**src/rtl/branch_predictor.sv**
```systemverilog
// Purpose: IF-stage direction/target predictor (direct-mapped BTB, 2-bit counters) with EX-stage resolution and update.
// Latency: lookup and mispredict/redirect are combinational (0 cycles); table updates are visible the cycle after the edge.
// Backpressure: none; one lookup and at most one update per cycle. The optional BP_STATS_EN macro adds stat_br/stat_miss counters.
module branch_predictor #(
    parameter int         IDX_W     = 6,
    parameter logic [1:0] CNT_INIT  = 2'b01,
    parameter logic [1:0] ALLOC_CNT = 2'b10
) (
    input  logic        clk,
    input  logic        rst,
    input  logic [31:0] if_pc,
    output logic        pred_taken,
    output logic [31:0] pred_target,
    output logic [31:0] if_npc,
    input  logic        ex_valid,
    input  logic        ex_is_br,
    input  logic [31:0] ex_pc,
    input  logic        ex_br,
    input  logic [31:0] ex_target,
    input  logic        ex_pred_taken,
    input  logic [31:0] ex_pred_target,
    output logic        mispredict,
    output logic [31:0] redirect_pc
`ifdef BP_STATS_EN
    ,
    output logic [31:0] stat_br,
    output logic [31:0] stat_miss
`endif
);

    localparam int DEPTH = 1 << IDX_W;
    localparam int TAG_W = 30 - IDX_W;

    logic [DEPTH-1:0] valid_q;
    logic [TAG_W-1:0] tag_q    [DEPTH];
    logic [31:0]      target_q [DEPTH];
    logic [1:0]       cnt_q    [DEPTH];

    logic [IDX_W-1:0] f_idx;
    logic [IDX_W-1:0] e_idx;
    logic [TAG_W-1:0] f_tag;
    logic [TAG_W-1:0] e_tag;
    logic             f_hit;
    logic             e_hit;
    logic             upd;
    logic             unused_pc_lsbs;

    assign f_idx = if_pc[IDX_W+1:2];
    assign f_tag = if_pc[31:IDX_W+2];
    assign e_idx = ex_pc[IDX_W+1:2];
    assign e_tag = ex_pc[31:IDX_W+2];

    // Byte offset within the instruction word plays no part in indexing or tagging.
    assign unused_pc_lsbs = ^{if_pc[1:0], ex_pc[1:0]};

    assign f_hit = valid_q[f_idx] && (tag_q[f_idx] == f_tag);
    assign e_hit = valid_q[e_idx] && (tag_q[e_idx] == e_tag);
    assign upd   = ex_valid & ex_is_br & ~rst;

    // IF lookup: reads pre-update table contents, no bypass from the EX update.
    always_comb begin
        pred_taken  = 1'b0;
        pred_target = 32'd0;
        if (!rst && f_hit && cnt_q[f_idx][1]) begin
            pred_taken  = 1'b1;
            pred_target = target_q[f_idx];
        end
        if_npc = pred_taken ? pred_target : (if_pc + 32'd4);
    end

    // EX resolution: wrong direction, or right direction (taken) with wrong target.
    always_comb begin
        mispredict  = upd & ((ex_br != ex_pred_taken) |
                             (ex_br & ex_pred_taken & (ex_pred_target != ex_target)));
        redirect_pc = (ex_br && !rst) ? ex_target : (ex_pc + 32'd4);
    end

    // Valid bits and counters: async clear, then train on each resolved branch.
    always_ff @(posedge clk or posedge rst) begin
        if (rst) begin
            valid_q <= '0;
            for (int i = 0; i < DEPTH; i++) begin
                cnt_q[i] <= CNT_INIT;
            end
        end else if (upd) begin
            if (ex_br) begin
                if (e_hit) begin
                    if (cnt_q[e_idx] != 2'b11) begin
                        cnt_q[e_idx] <= cnt_q[e_idx] + 2'b01;
                    end
                end else begin
                    valid_q[e_idx] <= 1'b1;
                    cnt_q[e_idx]   <= ALLOC_CNT;
                end
            end else if (e_hit && (cnt_q[e_idx] != 2'b00)) begin
                cnt_q[e_idx] <= cnt_q[e_idx] - 2'b01;
            end
        end
    end

    // Tag/target payload: written on every taken branch (refresh on hit, replace on miss).
    always_ff @(posedge clk) begin
        if (upd && ex_br) begin
            tag_q[e_idx]    <= e_tag;
            target_q[e_idx] <= ex_target;
        end
    end

`ifdef BP_STATS_EN
    // Branch and mispredict event counters, free-running modulo 2^32.
    always_ff @(posedge clk or posedge rst) begin
        if (rst) begin
            stat_br   <= 32'd0;
            stat_miss <= 32'd0;
        end else if (upd) begin
            stat_br <= stat_br + 32'd1;
            if (mispredict) begin
                stat_miss <= stat_miss + 32'd1;
            end
        end
    end
`endif

endmodule

```
**config.mk**
```make
export PLATFORM = sky130hd
export DESIGN_NAME = branch_predictor
export DESIGN_NICKNAME = d
export VERILOG_FILES = /design/src/rtl/branch_predictor.sv
export SDC_FILE = /design/constraint.sdc
export NUM_CORES = 2
export LEC_CHECK = 0
export BUFFER_PORTS_ARGS = -buffer_cell sky130_fd_sc_hd__buf_2
export CAP_MARGIN = 25
export CORE_UTILIZATION = 50
export CTS_CLUSTER_SIZE = 12
export DETAILED_ROUTE_END_ITERATION = 8
export MAX_ROUTING_LAYER = met4
export PLACE_DENSITY = 0.69
export RECOVER_POWER = 100
export SLEW_MARGIN = 20
export SYNTH_ARGS = -nofsm -noshare
export SYNTH_HDL_FRONTEND = slang
export SYNTH_SLANG_ARGS = --single-unit
```
**constraint.sdc**
```tcl
create_clock -name clk -period 9.8 [get_ports clk]
set_input_delay 0.49 -clock clk [delete_from_list [all_inputs] [get_ports clk]]
set_output_delay 0.49 -clock clk [all_outputs]
set_load 0.02 [all_outputs]
```
* Yosys cells after proc, flatten, opt, wreduce, memory -nomap -nowiden *
Memories as Yosys holds them, arrays and structs flattened.
Index checks and enable logic that the tools add are counted.

storage, ports and cells
  memory bits (writable) = 3584
  memories = 2
  flip-flop bits (word level) = 192

memory list
  memory    depth  width  read ports  clocked after Yosys merged registers in  wr ports  line  text
  target_q  64     32     1           0                                        1         36    logic [31:0] target_q [DEPTH];
  tag_q     64     24     2           0                                        1         35    logic [TAG_W-1:0] tag_q [DEPTH];

operators by class
  $lt $le $gt $ge = 6
  reduce and logical (&&, ||, !) cells = 14
  bitwise operators = 14
  multiplexer cells = 26
  $add $sub $neg = 4
  equality and inequality tests = 6

operator list
  kind                     count
  $mux W128                4
  $bwmux W128              2
  $or A64 B64 Y64          2
  $mux W32                 3
  $add A32 B3 Y32 const B  2
  $and A64 B64 Y64         1
  $not A64 Y64             1
  $eq A24 B24 Y1           2
  $ne A32 B32 Y1           1
  $bmux W2 S6              2
  $ge A7 B7 Y1 const B     2
  $lt A6 B7 Y1 const B     2
  $not A6 Y7               2
  $bmux W1 S6              2
  $demux W2 S6             1
  $mux W2                  5
  $logic_and A1 B1 Y1      9
  $lt A7 B1 Y1 const B     1
  $demux W1 S6             1
  $ge A6 B1 Y1 const B     1
  $mux W1                  6
  $reduce_and A3 Y1        2
  $and A1 B1 Y1            5
  $reduce_bool A2 Y1       2
  8 further kinds          9

* Logic depth before layout (Yosys ltp) *
  depth after elaboration = 9
  gate-level depth with buffers = 23
  depth with buffers taken out = 14

* Worst setup path after synthesis *
Ideal clock, no wire load.

  kind = input port to flip-flop
  from = in rst
  to = mem tag_q[21][0] in the netlist's numbering (enable)
  arrival = 7.038 ns
  required time = 9.390 ns
  setup slack = 2.352 ns
  setup time = 0.410 ns
  buffers on the path = 2
  stages on the path = 7
  cells stage by stage = inv_1 -> and3_1 -> and2_1 -> clkbuf_1 -> buf_1 -> nand3_1 -> inv_1

on the way
  word-level cells in the longest chain between the ends = 5

RTL lines
  item                           line  text
  start: declaration             10    input logic rst,
  $not A1 Y1                     58    assign upd = ex_valid & ex_is_br & ~rst;
  $and A1 B1 Y1                  58
  $logic_and A1 B1 Y1            103   if (upd && ex_br) begin
  $mux W1                        103
  $mux W1 (implied by the code)  104   tag_q[e_idx] <= e_tag;
  end: declaration               35

No other way between the ends.

* Worst setup path in the final report *
  from = in if_pc[2]
  to = out if_npc[8]

on the way
  word-level cells in the longest chain between the ends = 7

RTL lines
  item                                            line    text
  start: declaration                              11      input logic [31:0] if_pc,
  $mem_v2 Z64 W24 (tied with other cells)         n/a
  $eq A24 B24 Y1 (tied with other cells)          56      assign f_hit = valid_q[f_idx] && (tag_q[f_idx] == f_tag);
  $logic_and A1 B1 Y1 or $mux W2 (tied branches)  56, 64
  $logic_and A1 B1 Y1 or $mux W2 (tied branches)  64      if (!rst && f_hit && cnt_q[f_idx][1]) begin
  $logic_and A1 B1 Y1                             64
  $mux W32 or $mux W1 (tied branches)             64
  $mux W32 (*)                                    68      if_npc = pred_taken ? pred_target : (if_pc + 32'd4);
  end: declaration                                14      output logic [31:0] if_npc,

Mark *: on every way between the ends. The rest lies on a longest branch, timed or not. The select of a mux whose other input is x is not followed.

==> metrics.txt <==
Fin Clk Skew=between 0.06 and 0.07 ns; Avg Vias per Cell=~7.4; Hold-fix buffers, CTS=3; CP max stage cell=clkbuf_1; Power Density=188 nW/um^2; CTS tree=done; post-CTS setup buffers=0; crit end category=primary output; slowest stage delay, CP=1.43 ns; Hold Slack=0.363 ns; total power=33800 uW; Internal Pwr Total=26100 uW; core area=~320000 sq um; peak supply drop=0.150 mV; CP max FO=between 80 and 90; design area=around 180000 sq um; ys flop type=edfxtp_1; post-CTS sizing=0; Post-Layout Cell Count=13.1k; wire length of the first global-routing pass=788000 um; via count=between 90k and 100k; routability congestion estimate=0.972; IO buf count=roughly 230; placed inst area=170000 sq um; Mapped Avg Cell Area=between 15 and 20 sq um; NetSw=7720 uW; Placement Rows=roughly 210; asr flop ratio synth=under 10%; worst endpoint required time=9.31 ns; setup violators final=0; final net count=~8.7k; Seq/Total Area, Yosys=69.1%; Clock Path Buffers=4; die area=328000 sq um; Post-Synthesis Cells=between 8k and 9k; #FFs+latches synth=3776; failing checks=design-rule violations, max-capacitance violations, max-slew violations; H-tree lvl count=5; CTS clk-pin slew, worst paths=0.06 ns; clock power share=40.2%; share of layout cells above drive strength 1=26.5%; vias in the first global route=roughly 94k; minimum clock period=8.33 ns; CP Class=in2out; CTS buffer count=between 300 and 400; starting DRC count in detailed routing=19.1k; FMAX=0.120 GHz; setup TNS=0 ns; Net Sw Frac=22.8%; unrepaired setup endpoints after global routing=false; Yosys cell types=89; worst-margin pin slew=4.46 ns; Hold Crit Class=in2reg; final antenna-violating net count=0; Worst R2R Setup Slack=between 2 and 3 ns; Logic pwr share=7.3%; Ports=232; YS warnings=0; DP HPWL=between 300000 and 400000 um; Worst-Skew Late Latency=roughly 1 ns; initial antenna violation count=52; part of the power in registers=a little over half; DRC viols=48; Critical Path Start Type=input port; chip width=573 um; root buffer cell=clkbuf_16; Critical Path AT=7.84 ns; worst relative slew slack=-197%; router iterations before antenna repair=9; Final period util=a little under nine tenths; max cap viols=129; EDFF count, synth=3584; crit path cell chain=buf_12, buf_12, clkbuf_1, mux4_2, mux4_2, mux4_2, xnor2_1, nand4_1, nor3_1, and4_4, and2_1, o21bai_1, buf_2; Area Overhead vs Synth=10.5%; Final Max Slew Viols=5755; Synth Cell Area=163000 sq um; Post-Place Cells=roughly 12k; status=finished, violations left; Lkg Pwr=0.0569 uW; Hold Fails Final Rpt=0; Initial Utilization=50.2%; CTS sink cnt=roughly 3.8k; GRT overflow=0; GRT Util Overall=36.4%; largest net degree at the start of global routing=~130; syn_nets=around 8.4k; crit-path most repeated cell=mux4_2; wire length per cell=between 40 and 50 um; Die Height=573 um; # fillers=between 20k and 25k; Routed WL=583000 um
-- sequential cells by signal (all words and copies together) (netlist names) --
register / flops
tag_q: 1536
cnt_q: 128
valid_q: 64
target_q: 2048
-- area by class of cell --
type                    count  area, sq um  share of cell area (%)
multi-input cells        3732        46700                    26.0
well taps                4325         5410                    3.01
diodes                     59          148                  0.0821
flip-flops and latches   3776       113000                    62.5
inverters                 118          697                   0.387
clock inverters           119          825                   0.458
clock buffers             492        10200                    5.68
repair buffers            528         3370                    1.87
-- cells in the mapped netlist, drive strengths merged (117+ instances only) --
library cell / count / area share [%]
edfxtp: 3584 / 66
mux4: 1254 / 17
mux2i: 347 / 2.1
buf: 320 / 1.1
clkbuf: 297 / 0.69
nand2: 267 / 0.62
o21ai: 157 / 0.48
mux2: 150 / 1.0
o22ai: 136 / 0.55
nand3: 129 / 0.40
dfrtp: 128 / 2.0
a221oi: 125 / 0.67
a22oi: 121 / 0.56
inv: 117 / 0.27
-- kinds of logic after synthesis --
group           Yosys count  synth area share, %
compound gates         1116                 5.34
xor+xnor                127                0.683
fa+ha+maj                 5               0.0384
buf+inv                 735                 2.05
flops                  3776                 69.1
mux                    1751                 20.5
simple gates            733                 2.26
-- stage by stage --
stage               setup slack (ns)  util, %
finish                          1.47     55.5
global route                    1.14     55.5
CTS                             2.38     55.8
detailed placement              2.39     52.3
global placement                1.96     52.3
floorplan                       2.35        -
-- critical path: cells and delay by family --
| kind | cells | cell delay (ns) |
|---|---|---|
| buffers and inverters | 4 | 2.73 |
| and+or+nand+nor | 4 | 1.82 |
| muxes | 3 | 1.78 |
| AOI/OAI and AO/OA | 1 | 0.39 |
| xor gates and xnor gates | 1 | 0.18 |
-- worst paths after layout --
path	startpoint	endpoint	cells past startpoint
min reg2reg	valid_q[9]	valid_q[9]	1
min in group asynchronous	rst	cnt_q[85]	3
min	ex_pc[26]	tag_q[42][18]	1
max in group asynchronous	rst	valid_q[59]	4
max	if_pc[2]	if_npc[8]	13
max reg2reg	valid_q[36]	valid_q[41]	12
-- metal layers --
layer / wire length [um] / vias to the layer above / track usage [%]
met5: 0 / - / -
met4: 44800 / 0 / 23.1
met3: 87400 / 2049 / 11.0
met2: 257000 / 9480 / 51.1
met1: 194000 / 50811 / 46.5
li1: - / 35601 / -
-- placed cells by master (no fill, tap or decap), types with 59 or more instances in the layout --
master	Yosys	layout
clkbuf_1	296	274
o21ai_0	124	152
nor2_1	79	71
a22oi_1	121	121
buf_2	121	152
o21bai_1	85	85
a21oi_1	64	64
diode_2	0	59
inv_1	115	63
a22o_1	74	74
inv_6	0	61
dfrtp_1	128	128
buf_4	47	127
nand2_1	265	266
dfstp_2	64	64
mux2_2	105	104
edfxtp_1	3584	3584
mux2i_1	347	347
xnor2_1	83	82
clkinv_1	1	62
o22ai_1	130	136
nand3_1	129	127
mux4_2	1254	1254
o32ai_1	37	60
a221oi_1	125	125
clkbuf_16	0	392
-- power by group through the flow --
stage / clock [uW] / sequential [uW] / combinational [uW]
after floorplan: 0 / 18100 / 1380
after global placement: 0 / 18100 / 2350
after detailed placement: 0 / 18100 / 2390
after CTS: 13600 / 17700 / 2390
after global routing: 14100 / 17800 / 2500
final: 13600 / 17800 / 2460
No activity file was read; power rests on OpenSTA's default activity.
